`config.mk`:
```
export PLATFORM = sky130hd
export DESIGN_NAME = divider_arbiter
export DESIGN_NICKNAME = d
export VERILOG_FILES = /design/src/rtl/divider_arbiter.sv
export SDC_FILE = /design/constraint.sdc
export NUM_CORES = 1
export LEC_CHECK = 0
export BUFFER_PORTS_ARGS = -buffer_cell sky130_fd_sc_hd__buf_2
export CORE_MARGIN = 3
export CORE_UTILIZATION = 48
export DETAILED_ROUTE_END_ITERATION = 6
export PLACE_DENSITY = 0.94
export SLEW_MARGIN = 20
export SYNTH_ARGS = -nofsm -noshare
export SYNTH_HDL_FRONTEND = slang
export SYNTH_SLANG_ARGS = --single-unit
```
`constraint.sdc`:
```
create_clock -name clk -period 4.7 [get_ports clk]
set_clock_uncertainty 0.1 [all_clocks]
set_input_delay 1.175 -clock clk [delete_from_list [all_inputs] [get_ports clk]]
set_output_delay 1.175 -clock clk [all_outputs]
set_load 0.05 [all_outputs]
```
`src/rtl/divider_arbiter.sv`:
```
`default_nettype none
// ============================================================================
// Module      : divider_arbiter
// Description : Round-robin arbiter sharing one sequential divider among
//               N_REQ requesters, with a completion timeout. Define macro
//               DIV_ZERO_BYPASS_EN to answer divide-by-zero locally.
// Revision    : 1.0
// ============================================================================
module divider_arbiter #(
  parameter int N_REQ       = 4,
  parameter int W           = 8,
  parameter int TIMEOUT_CYC = 255
) (
  input  logic               clk,
  input  logic               rst,
  input  logic [N_REQ-1:0]   req,
  input  logic [N_REQ*W-1:0] dividend_in,
  input  logic [N_REQ*W-1:0] divisor_in,
  output logic [N_REQ-1:0]   ack,
  output logic [N_REQ-1:0]   done,
  output logic [W-1:0]       quotient_out,
  output logic [W-1:0]       remainder_out,
  output logic               err,
  output logic               busy,
  output logic               div_start,
  output logic [W-1:0]       div_dividend,
  output logic [W-1:0]       div_divisor,
  input  logic               div_ready,
  input  logic [W-1:0]       div_quotient,
  input  logic [W-1:0]       div_remainder
);

  localparam int IW = (N_REQ > 1) ? $clog2(N_REQ) : 1;
  localparam int CW = $clog2(TIMEOUT_CYC + 1);

  localparam logic [2:0] S_IDLE      = 3'd0;
  localparam logic [2:0] S_ISSUE     = 3'd1;
  localparam logic [2:0] S_WAIT_BUSY = 3'd2;
  localparam logic [2:0] S_WAIT_DONE = 3'd3;
  localparam logic [2:0] S_RESPOND   = 3'd4;

  logic [2:0]    state;
  logic [IW-1:0] grant;
  logic [IW-1:0] prio;
  logic [IW-1:0] winner;
  logic [IW-1:0] next_prio;
  logic          found;
  logic          hi_found;
  logic [IW-1:0] hi_idx;
  logic [IW-1:0] lo_idx;
  logic [CW-1:0] tcnt;
  logic          timeout_hit;
  logic          zero_bypass;

  logic [W-1:0]  dvd_arr [N_REQ];
  logic [W-1:0]  dvs_arr [N_REQ];

  for (genvar g = 0; g < N_REQ; g++) begin : g_slice
    assign dvd_arr[g] = dividend_in[g*W +: W];
    assign dvs_arr[g] = divisor_in[g*W +: W];
  end

  // Lowest requester at or above the pointer wins; otherwise wrap to the lowest overall.
  always_comb begin
    found    = 1'b0;
    hi_found = 1'b0;
    hi_idx   = '0;
    lo_idx   = '0;
    for (int i = N_REQ - 1; i >= 0; i--) begin
      if ((req & (N_REQ'(1) << i)) != '0) begin
        found  = 1'b1;
        lo_idx = IW'(i);
        if (i >= int'(prio)) begin
          hi_found = 1'b1;
          hi_idx   = IW'(i);
        end
      end
    end
    winner    = hi_found ? hi_idx : lo_idx;
    next_prio = (winner == IW'(N_REQ - 1)) ? '0 : winner + 1'b1;
  end

`ifdef DIV_ZERO_BYPASS_EN
  assign zero_bypass = (div_divisor == '0);
`else
  assign zero_bypass = 1'b0;
`endif

  assign timeout_hit = (tcnt == CW'(TIMEOUT_CYC - 1));
  assign busy        = (state != S_IDLE);
  assign div_start   = (state == S_ISSUE) && !zero_bypass;
  assign ack         = (state == S_ISSUE)   ? (N_REQ'(1) << grant) : '0;
  assign done        = (state == S_RESPOND) ? (N_REQ'(1) << grant) : '0;

  always_ff @(posedge clk) begin
    if (rst) begin
      state         <= S_IDLE;
      grant         <= '0;
      prio          <= '0;
      tcnt          <= '0;
      div_dividend  <= '0;
      div_divisor   <= '0;
      quotient_out  <= '0;
      remainder_out <= '0;
      err           <= 1'b0;
    end else begin
      case (state)
        S_IDLE: begin
          if (found && div_ready) begin
            grant        <= winner;
            prio         <= next_prio;
            div_dividend <= dvd_arr[winner];
            div_divisor  <= dvs_arr[winner];
            state        <= S_ISSUE;
          end
        end
        S_ISSUE: begin
          tcnt <= '0;
          if (zero_bypass) begin
            quotient_out  <= '1;
            remainder_out <= div_dividend;
            err           <= 1'b1;
            state         <= S_RESPOND;
          end else begin
            state <= S_WAIT_BUSY;
          end
        end
        S_WAIT_BUSY: begin
          if (timeout_hit) begin
            quotient_out  <= '0;
            remainder_out <= '0;
            err           <= 1'b1;
            state         <= S_RESPOND;
          end else begin
            tcnt <= tcnt + 1'b1;
            if (!div_ready) begin
              state <= S_WAIT_DONE;
            end
          end
        end
        S_WAIT_DONE: begin
          if (div_ready) begin
            quotient_out  <= div_quotient;
            remainder_out <= div_remainder;
            err           <= 1'b0;
            state         <= S_RESPOND;
          end else if (timeout_hit) begin
            quotient_out  <= '0;
            remainder_out <= '0;
            err           <= 1'b1;
            state         <= S_RESPOND;
          end else begin
            tcnt <= tcnt + 1'b1;
          end
        end
        S_RESPOND: begin
          state <= S_IDLE;
        end
        default: begin
          state <= S_IDLE;
        end
      endcase
    end
  end

endmodule
`default_nettype wire
```
==> results.txt <==
Synth Area per Inst -> 8.862 um^2
minimum clock period -> 3.167 ns
layout cell share with drive strength beyond 1 -> 38.65%
top cell type's share of synthesized area -> 39.14%
worst vdd ir -> 197.9 uV
post-CTS sizing -> 0
final worst-path cycle share -> 67.39%
RSZ-0062 raised after global routing -> no
wirelength, routed -> 6434 um
setup TNS -> 0 ns
Reg power frac -> 43.7%
clock power share -> 28.5%
Slew HR -> 31.58%
Worst-path clk slew -> 0.09 ns
initial antenna violation count -> 0
switching power -> 0.3434 mW
fin. max-slew vios -> 0
leading area contributor after synthesis -> dfxtp_1
worst slew pin tran -> 1.024 ns
cell internal pwr -> 0.6938 mW
top cells by area, synth -> dfxtp_1 (39%), mux2i_1 (14%), nand2_1 (8.3%), o221ai_2 (6.1%), a21oi_1 (4.9%)
P_leak -> 1.434 nW
synthesized net count -> 366
post-synthesis cell type count -> 36
Worst setup SP type -> input pin
clock sinks -> 48
placed cells -> 460
Crit. End Element -> flop
Root Driver -> clkbuf_8
Die H -> 77.52 um
final count of hold timing violations -> 0
I/O Buffers -> 129
number of global-route vias before repair -> 2300
Switching Share -> 33.11%
worst r2r src -> prio[0]
pwr/cell area -> 322.3 nW/um^2
Area growth syn-to-layout -> 31.09%
fmax -> 315.7 MHz
core box area -> 4817 um^2
asr flop ratio synth -> 0%
RR Endpoint -> div_divisor[0]
GP Congestion -> 0.8425
die area -> 6009 um^2
Worst Hold Depth -> 2
post-CTS repair timing setup buffer count -> 0
Critical Path Slowest Stage Cell -> nand3b_1
synthesized flop and latch total -> 48
via count -> 2442
Multi-input gate area -> 1364 um^2
Worst EP required -> 4.80 ns
per-cell routed wire length -> 13.75 um
Initial Util -> 50.96%
cell row count -> 25
flop2flop setup slack -> 2.13 ns
layout net count -> 489
H-tree Lvls -> 2
Hold Crit Endpoint -> err
CTS tree -> done
Worst Path Max Fanout -> 16
Die W -> 77.52 um
fillers -> 397
status -> complete, no violations
crit path DAT -> 3.26 ns
max cap viols -> 0
most frequent cells in the layout -> buf_2 (129), nand2_1 (54), dfxtp_1 (48)
first drt pass iteration count -> 4
HP Class -> reg2reg
Initial DRC Count -> 87
Gate power share -> 27.8%
Crit path largest cell delay -> 0.73 ns
gr ovfl total -> 0
residual DRC count -> 0
diode count -> 0
register area share after synthesis -> 39.14%
CTS buffer count -> 5
vias per cell -> 5.218
critical setup path kind -> in2reg
hold buffers post-CTS -> 0
Cell Area, Synth -> 2455 um^2
final setup fails -> 0
number of enable flip-flop cells after synthesis -> 0
Total GRT Usage -> 20.79%
Final Non-Filler Cells -> 468
largest net degree at the start of global routing -> 35
Worst-Skew Late Latency -> 0.30 ns
first-pass GRT wire length -> 10330 um
reg2reg path depth -> 5
sequential cell area -> 960.9 um^2
Final ANT Viol Nets -> 0
Synth Instances -> 277
worst-path cell chain -> buf_2, inv_1, a22o_1, a221oi_1, nand3b_1, o221ai_1
Most used DFF post-synth -> dfxtp_1
hpwl dp -> 5055 um
I/O pin total -> 130
Max clock buf depth -> 2
most common cell after layout, fill and taps aside -> buf_2
hold_sp -> err
Syn. warnings -> 0
[worst max-delay path by stage]
stage,from,endpoint,depth (start not counted)
global placement,req[3],div_divisor[2],6
floorplan,state[2],ack[2],5
global route,req[3],div_divisor[0],6
CTS,req[3],div_divisor[0],6
finish,req[3],div_divisor[0],6
detailed placement,req[3],div_divisor[0],6
[kinds of logic after synthesis]
group | synth area share [%]
fa+ha+maj | 1.019
simple gates | 18.55
buf+inv | 5.607
compound gates | 18.91
xor+xnor | 2.498
mux | 14.27
flops | 39.14
[routing by layer]
| layer | part of all wire [%] | GRT usage, % |
|---|---|---|
| met5 | 0 | 0 |
| met4 | 2.0 | 5.516 |
| met3 | 9.0 | 6.148 |
| met2 | 48 | 36.79 |
| met1 | 41 | 24.40 |
[worst max-delay path, delay by kind of cell]
family          cells  cell delay [ns]
simple gates        1             0.73
buf+inv             2             0.17
compound gates      3             1.19
[cell usage after synthesis, types with 3 or more instances]
master and instances:
nor2_1 21, xnor2_1 7, nand3_1 6, a211oi_1 5, dfxtp_1 48, nand4_1 3
buf_2 4, mux2i_1 35, inv_1 10, buf_6 3, o221ai_1 6, nand2b_1 5
clkbuf_1 7, nor3_1 5, a21oi_1 24, nand2_1 54, o221ai_2 10
[power groups by stage]
stage          sequential [mW]  combinational [mW]  clock (mW)
3_3_place_gp             0.461               0.282           0
5_1_grt                  0.457               0.310       0.320
4_1_cts                  0.453               0.290       0.303
3_5_place_dp             0.463               0.290           0
6_report                 0.453               0.289       0.295
2_1_floorplan            0.524               0.149           0
[cell type report]
| class | count | area share [%] |
|---|---|---|
| clock buffer | 5 | 2.138 |
| sequential | 48 | 29.86 |
| clock inverter | 3 | 1.322 |
| timing repair buffer | 131 | 20.53 |
| tap | 67 | 2.605 |
| multi-input combinational | 204 | 42.38 |
| inverter | 10 | 1.166 |
[flip-flops by register name (all words and copies together), names as in the netlist]
signal and cells:
tcnt 8, remainder_out 8, grant 2, state 3, quotient_out 8, prio 2, err 1, div_dividend 8
div_divisor 8
[through the flow]
step,hold WS [ns],power [mW],setup WS (ns),util (%),cell area (um^2)
2_1_floorplan,0.3845,0.6728,1.666,-,2455
3_3_place_gp,0.3387,0.7431,1.434,64.49,3107
3_5_place_dp,0.3412,0.7525,1.180,64.49,3107
4_1_cts,0.3590,1.047,1.497,66.81,3218
5_1_grt,0.3805,1.086,1.293,66.81,3218
6_report,0.3541,1.037,1.533,66.81,3218
No activity file was read; power rests on OpenSTA's default activity.
